`src/rtl/writeback_queue.sv`:
```
// writeback_queue: in-order writeback FIFO draining into a register file write port with hazard query.
// Optional WB_BYPASS_EN builds the youngest-match data bypass on q1_data/q2_data.
module writeback_queue #(
  parameter int DEPTH = 4,
  parameter int AW = 5,
  parameter int DW = 32
) (
  input  logic                       clk,
  input  logic                       reset,
  input  logic                       in_valid,
  output logic                       in_ready,
  input  logic [AW-1:0]              in_addr,
  input  logic [DW-1:0]              in_data,
  input  logic                       wb_hold,
  output logic                       WE3,
  output logic [AW-1:0]              A3,
  output logic [DW-1:0]              WD3,
  input  logic [AW-1:0]              q1_addr,
  input  logic [AW-1:0]              q2_addr,
  output logic                       q1_hit,
  output logic                       q2_hit,
  output logic [DW-1:0]              q1_data,
  output logic [DW-1:0]              q2_data,
  output logic [$clog2(DEPTH):0]     count
);
  localparam int PW = $clog2(DEPTH);
  localparam int CW = PW + 1;
  logic [PW-1:0] rd_ptr, wr_ptr;
  logic [AW-1:0] addr_q [DEPTH];
  logic [DW-1:0] data_q [DEPTH];
  logic [DEPTH-1:0] valid;
  logic push, keep, pop, busy;
  assign busy = count != '0;
  assign in_ready = !reset && count != CW'(DEPTH);
  assign WE3 = !reset && busy && !wb_hold;
  assign push = in_valid && in_ready;
  assign keep = push && in_addr != '0;
  assign pop = WE3;
  assign A3 = busy ? addr_q[rd_ptr] : '0;
  assign WD3 = busy ? data_q[rd_ptr] : '0;
  always_ff @(posedge clk) begin
    if (reset) begin
      rd_ptr <= '0;
      wr_ptr <= '0;
      valid <= '0;
      count <= '0;
    end else begin
      if (keep) begin
        addr_q[wr_ptr] <= in_addr;
        data_q[wr_ptr] <= in_data;
        valid[wr_ptr] <= 1'b1;
        wr_ptr <= wr_ptr + 1'b1;
      end
      if (pop) begin
        valid[rd_ptr] <= 1'b0;
        rd_ptr <= rd_ptr + 1'b1;
      end
      count <= count + CW'(keep) - CW'(pop);
    end
  end
  // scanning oldest to youngest lets the youngest match win
  function automatic logic [DW:0] lookup(input logic [AW-1:0] a);
    logic [DW:0] r;
    logic [PW-1:0] i;
    r = '0;
    for (int k = 0; k < DEPTH; k++) begin
      i = rd_ptr + PW'(k);
`ifdef WB_BYPASS_EN
      if (a != '0 && valid[i] && addr_q[i] == a) r = {1'b1, data_q[i]};
`else
      if (a != '0 && valid[i] && addr_q[i] == a) r[DW] = 1'b1;
`endif
    end
    return r;
  endfunction
  assign {q1_hit, q1_data} = lookup(q1_addr);
  assign {q2_hit, q2_data} = lookup(q2_addr);
endmodule
```
`config.mk`:
```
export PLATFORM = sky130hd
export DESIGN_NAME = writeback_queue
export DESIGN_NICKNAME = d
export VERILOG_FILES = /design/src/rtl/writeback_queue.sv
export SDC_FILE = /design/constraint.sdc
export NUM_CORES = 1
export LEC_CHECK = 0
export BUFFER_PORTS_ARGS = -buffer_cell sky130_fd_sc_hd__buf_2
export CORE_MARGIN = 8
export CORE_UTILIZATION = 25
export CTS_BUF_LIST = sky130_fd_sc_hd__clkbuf_2
export DETAILED_ROUTE_END_ITERATION = 16
export SLEW_MARGIN = 10
export SYNTH_ARGS = -nofsm -noshare
export SYNTH_HDL_FRONTEND = slang
export SYNTH_SLANG_ARGS = --single-unit
```
`constraint.sdc`:
```
create_clock -name clk -period 9.4 [get_ports clk]
set_input_delay 1.88 -clock clk [delete_from_list [all_inputs] [get_ports clk]]
set_output_delay 1.88 -clock clk [all_outputs]
set_load 0.1 [all_outputs]
```
After elaboration in Yosys (flattened, before gate mapping). Memory sizes are Yosys's and may differ from the RTL's. A register that Yosys moved wholly into a read port is not among the register bits. Index checks and enable logic that the tools add are counted.

Memories: 2. Input bits: 51. Latch bits: 0. RAM bits: 148. Register bits: 11. Bits in read-only memories: 0. Logic and storage cells: 92.

Memories: data_q (words 4, width 32, rd ports 1, clocked after memory_dff 1, wr ports 1, RTL line 30) `logic [DW-1:0] data_q [DEPTH];`; addr_q (words 4, width 5, rd ports 4, clocked after memory_dff 1, wr ports 1, RTL line 29) `logic [AW-1:0] addr_q [DEPTH];`.

$mul: 0. Shift-type cells: 0. Divide/modulo/power cells: 0. Bitwise operators: 3. Muxes and demuxes: 32. Add/sub/neg operators: 6. Reduce and logical (&&, ||, !) cells: 29. Magnitude comparators: 7. Eq/ne operators: 9.

Operators by type and width (count): $eq A5 B5 Y1 (8); $mux W32 (1); $logic_and A1 B1 Y1 (23); $mux W1 (17); $lt A2 B3 Y1 const B (5); $reduce_bool A5 Y1 (3); $mux W4 (3); $bmux W1 S2 (4); $mux W2 (4); $mux W5 (1); $add A2 B1 Y2 const B (2); $add A2 B2 Y2 const B (2); $and A4 B4 Y4 (1); $demux W1 S2 (2); $ge A2 B1 Y1 const B (2); $not A4 Y4 (1); $or A4 B4 Y4 (1); $add A3 B1 Y3 (1); $ne A3 B3 Y1 const B (1); $reduce_bool A3 Y1 (1); $sub A3 B1 Y3 (1); $logic_not A1 Y1 (2).

Longest topological paths before layout.
Depth in word-level cells: 9. Depth in mapped cells: 11.

Least setup slack after synthesis. No wires, ideal clock.

Kind: input -> output. Start point: input port reset. End point: output port WE3. Required time: 7.520 ns. Data arrival time: 4.219 ns. Buffers on the path: 1. Stages on the path: 2. Setup slack: 3.301 ns. Cell sequence: clkbuf_1 nor3_1.

Longest elaborated chain between the ends: 3.

RTL lines: start: declaration (RTL line 9) `input logic reset,`; $logic_not A1 Y1 (RTL line 35) `assign WE3 = !reset && busy && !wb_hold;`; $logic_and A1 B1 Y1 (2 in a row) (RTL line 35); end: declaration (RTL line 15) `output logic WE3,`.

Every way passes these cells.

Worst setup path in the final report.
Start point: register rd_ptr[1]. End point: output port q2_hit.

Longest elaborated chain between the ends: 8.

RTL lines: start: declaration (RTL line 28) `logic [PW-1:0] rd_ptr, wr_ptr;`; start signal: assignment (RTL line 56) `rd_ptr <= rd_ptr + 1'b1;`; parallel branches: the longest is 7 deep, another holds $mem_v2 Z4 W5; $mux W1 (*) (RTL line 71) `if (a != '0 && valid[i] && addr_q[i] == a) r[DW] = 1'b1;`; end: declaration (RTL line 21) `output logic q2_hit,`.

Mark *: on every way between the ends. The select of a mux whose other input is x is not followed.

==> flow_metrics.py <==
metrics = {
    "place": {
        "placed_area_um2": 8460,
        "post-place-ws_ns": 4.02,
        "finalWeightedCongestion": 0.822,
        "portBuffers": 94,
        "hpwl_um": 11700,
    },
    "final_layout": {
        "layout-drive-gt1-share_pct": 33.3,
        "final_area_um2": 8730,
        "area_growth_pct": 11.7,
        "nNetsFinal": 638,
    },
    "global_routing": {
        "antenna_found_initial": 1,
        "grt_busiest_layer": "met2",
        "grt_usage_pct": 9.43,
        "grt_pass1_wl_um": 26500,
        "use_met3_pct": 2.39,
        "use_met2_pct": 15.6,
        "gr-usage-met1_pct": 11.9,
        "grt_pass1_vias": 4420,
        "grt_overflow_total": 0,
        "grt_max_degree": 41,
    },
    "clocking": {
        "htree_levels": 4,
        "numCtsBuffers": 17,
        "worstSkewPairLatency_ns": 0.68,
        "cts_tree": "done",
        "cts.clk_slew.worst_paths_ns": 0.25,
        "root_buffer": "clkbuf_2",
        "cts_resized": 0,
        "cts_hold_buf": 0,
        "cts_setup_buffers": 0,
        "clock_path_buffers": 2,
        "cts_sinks": 161,
    },
    "detailed_routing": {
        "drt-initial-drc-count": 217,
        "wl_per_cell_um": 17.9,
        "drcViolationCount": 0,
        "wirelength_um": 17700,
        "num_vias": 4174,
        "vias_per_cell": 4.23,
        "ant_nets": 0,
        "dr.pass1.iters": 4,
    },
    "floorplan": {
        "die_x_um": 193,
        "rows": 64,
        "ios": 159,
        "die_area_um2": 37200,
        "start_util_pct": 25.5,
        "die_h_um": 193,
        "fp.coreArea_um2": 30700,
    },
    "timing": {
        "fin_hold_ws_ns": 0.540,
        "period_share_pct": 64.8,
        "rsz0062_at_grt": "false",
        "hold_violations": 0,
        "setup_viol_count_final": 0,
        "fmax_ghz": 0.164,
        "slew_violations": 0,
        "period_needed_ns": 6.09,
        "setup_tns_ns": 0,
        "worst_slack_ns": 3.31,
        "max_slew.worst_pin.slew_ns": 0.760,
        "finClkSkew_ns": 0.0394,
        "maxSlewHeadroom_pct": 49.3,
    },
    "yosys": {
        "synth_area_um2": 7820,
        "synth_most_common_cell": "edfxtp_1",
        "synth_warnings": 0,
        "yosys_register_bits": 161,
        "synth_commonest_cells": "edfxtp_1 (148), buf_4 (65), mux4_2 (51)",
        "syn_inst": 485,
        "yosysTopAreaCell": "edfxtp_1",
        "synth_edf_count": 148,
        "synth_area_leaders": "edfxtp_1 (57%), mux4_2 (15%), buf_4 (6.2%)",
        "synth_area_per_cell_um2": 16.1,
        "synth_cell_types": 38,
        "ys_seq_area_share_pct": 60.2,
        "synth_top_area_share_pct": 56.8,
        "synthArstFlopShare_pct": 0,
        "synth_top_flop_cell": "edfxtp_1",
    },
    "setup_path": {
        "r2r-end": "count[2]",
        "rrSetupSlack_ns": 6.78,
        "r2r-start": "count[1]",
        "start_kind": "flip-flop",
        "startpoint": "rd_ptr[1]",
        "endpoint_kind": "output pin",
        "critPathMaxFanout": 16,
        "critical_path_class": "flip-flop to output pin",
        "crit_chain": "inv_1 > ha_1 > mux4_2 > xnor2_1 > nand2_1 > or4_1 > nand4_1 > buf_2",
        "crit_slowest_cell": "ha_1",
        "path_buf_inv": 2,
        "cp_top_family": "adder cells",
        "slowest_delay_ns": 0.79,
        "rr_worst_depth": 11,
        "critPathRequiredTime_ns": 7.52,
        "worstPathArrival_ns": 4.21,
    },
    "job": {
        "drv_cap": 0,
    },
    "min_path": {
        "hold_depth": 1,
        "min_path_type": "flip-flop to flip-flop",
        "worstHoldStart": "valid[0]",
        "min_to": "valid[0]",
    },
    "power_and_ir_drop": {
        "vdd_drop_max_mv": 0.210,
        "power_density_nw_per_um2": 305,
        "leakage_uw": 0.00303,
    },
    "status": {
        "status": "finished clean",
    },
}
per-stage QoR:
step	utilization [%]	instances	power (uW)
6_report	28.5	986	2660
4_1_cts	28.5	985	2720
3_5_place_dp	27.6	953	2280
5_1_grt	28.5	986	2790
3_3_place_gp	27.6	953	2280
2_1_floorplan	-	548	2080
power by group:
| part | internal, uW | switching, uW | leakage, uW |
|---|---|---|---|
| combinational | 316 | 1060 | 0.00141 |
| clock | 153 | 266 | 0.000163 |
| sequential | 820 | 45.2 | 0.00145 |
metal layers:
layer  wire (um)  part of all wire (%)  vias up
met5           0                     0        -
met4         225                   1.3        0
met3        1380                   7.8       16
met2        8390                    48      146
met1        7670                    43     2128
li1            -                     -     1884
cell type report:
type | count | area, um2
antenna | 1 | 2.50
clock buffer | 17 | 85.1
clock inverter | 15 | 181
fill | 3095 | 21900
inverter | 8 | 30.0
multi-input combinational | 286 | 2700
sequential | 161 | 4710
tap | 396 | 495
timing repair buffer | 102 | 531
state kept, by name (all words and copies together) (netlist names), named ones only:
name,count
addr_q,20
count,3
data_q,128
rd_ptr,2
valid,4
wr_ptr,2
cells in the final DEF, fill, tap and decap left out, types with 5 or more instances in the layout:
| cell | synthesis | final |
|---|---|---|
| edfxtp_1 | 148 | 148 |
| nor4_1 | 5 | 5 |
| nand4_1 | 8 | 8 |
| xor2_1 | 27 | 27 |
| conb_1 | 1 | 64 |
| mux4_2 | 51 | 51 |
| nor2b_1 | 37 | 37 |
| ha_1 | 10 | 10 |
| inv_1 | 8 | 8 |
| buf_2 | 6 | 94 |
| nor2_1 | 12 | 12 |
| mux2i_1 | 11 | 11 |
| buf_4 | 65 | 8 |
| nand2_1 | 5 | 5 |
| clkbuf_2 | 0 | 17 |
| dfxtp_1 | 13 | 11 |
| xnor2_1 | 16 | 16 |
| a21oi_1 | 6 | 6 |
worst max path at each step:
stage                         to  slack, ns  cells after the start
final                     q2_hit       3.31                      8
after global routing      q2_hit       2.91                      8
after CTS                 q2_hit       3.12                      8
after detailed placement  q2_hit       4.02                      8
after global placement    q2_hit       4.06                      7
after floorplan              WE3       3.30                      2
cell families after synthesis:
logic type	Yosys count	share of synthesized area [%]
other	1	0.0479
AOI/OAI and AO/OA	16	1.36
DFF	161	60.2
muxes	67	17.0
and+or+nand+nor	85	6.30
adders and majority gates	11	1.86
buffers and inverters	101	8.46
xor gates and xnor gates	43	4.82
Note: power is estimated with default switching activity, not from simulation.
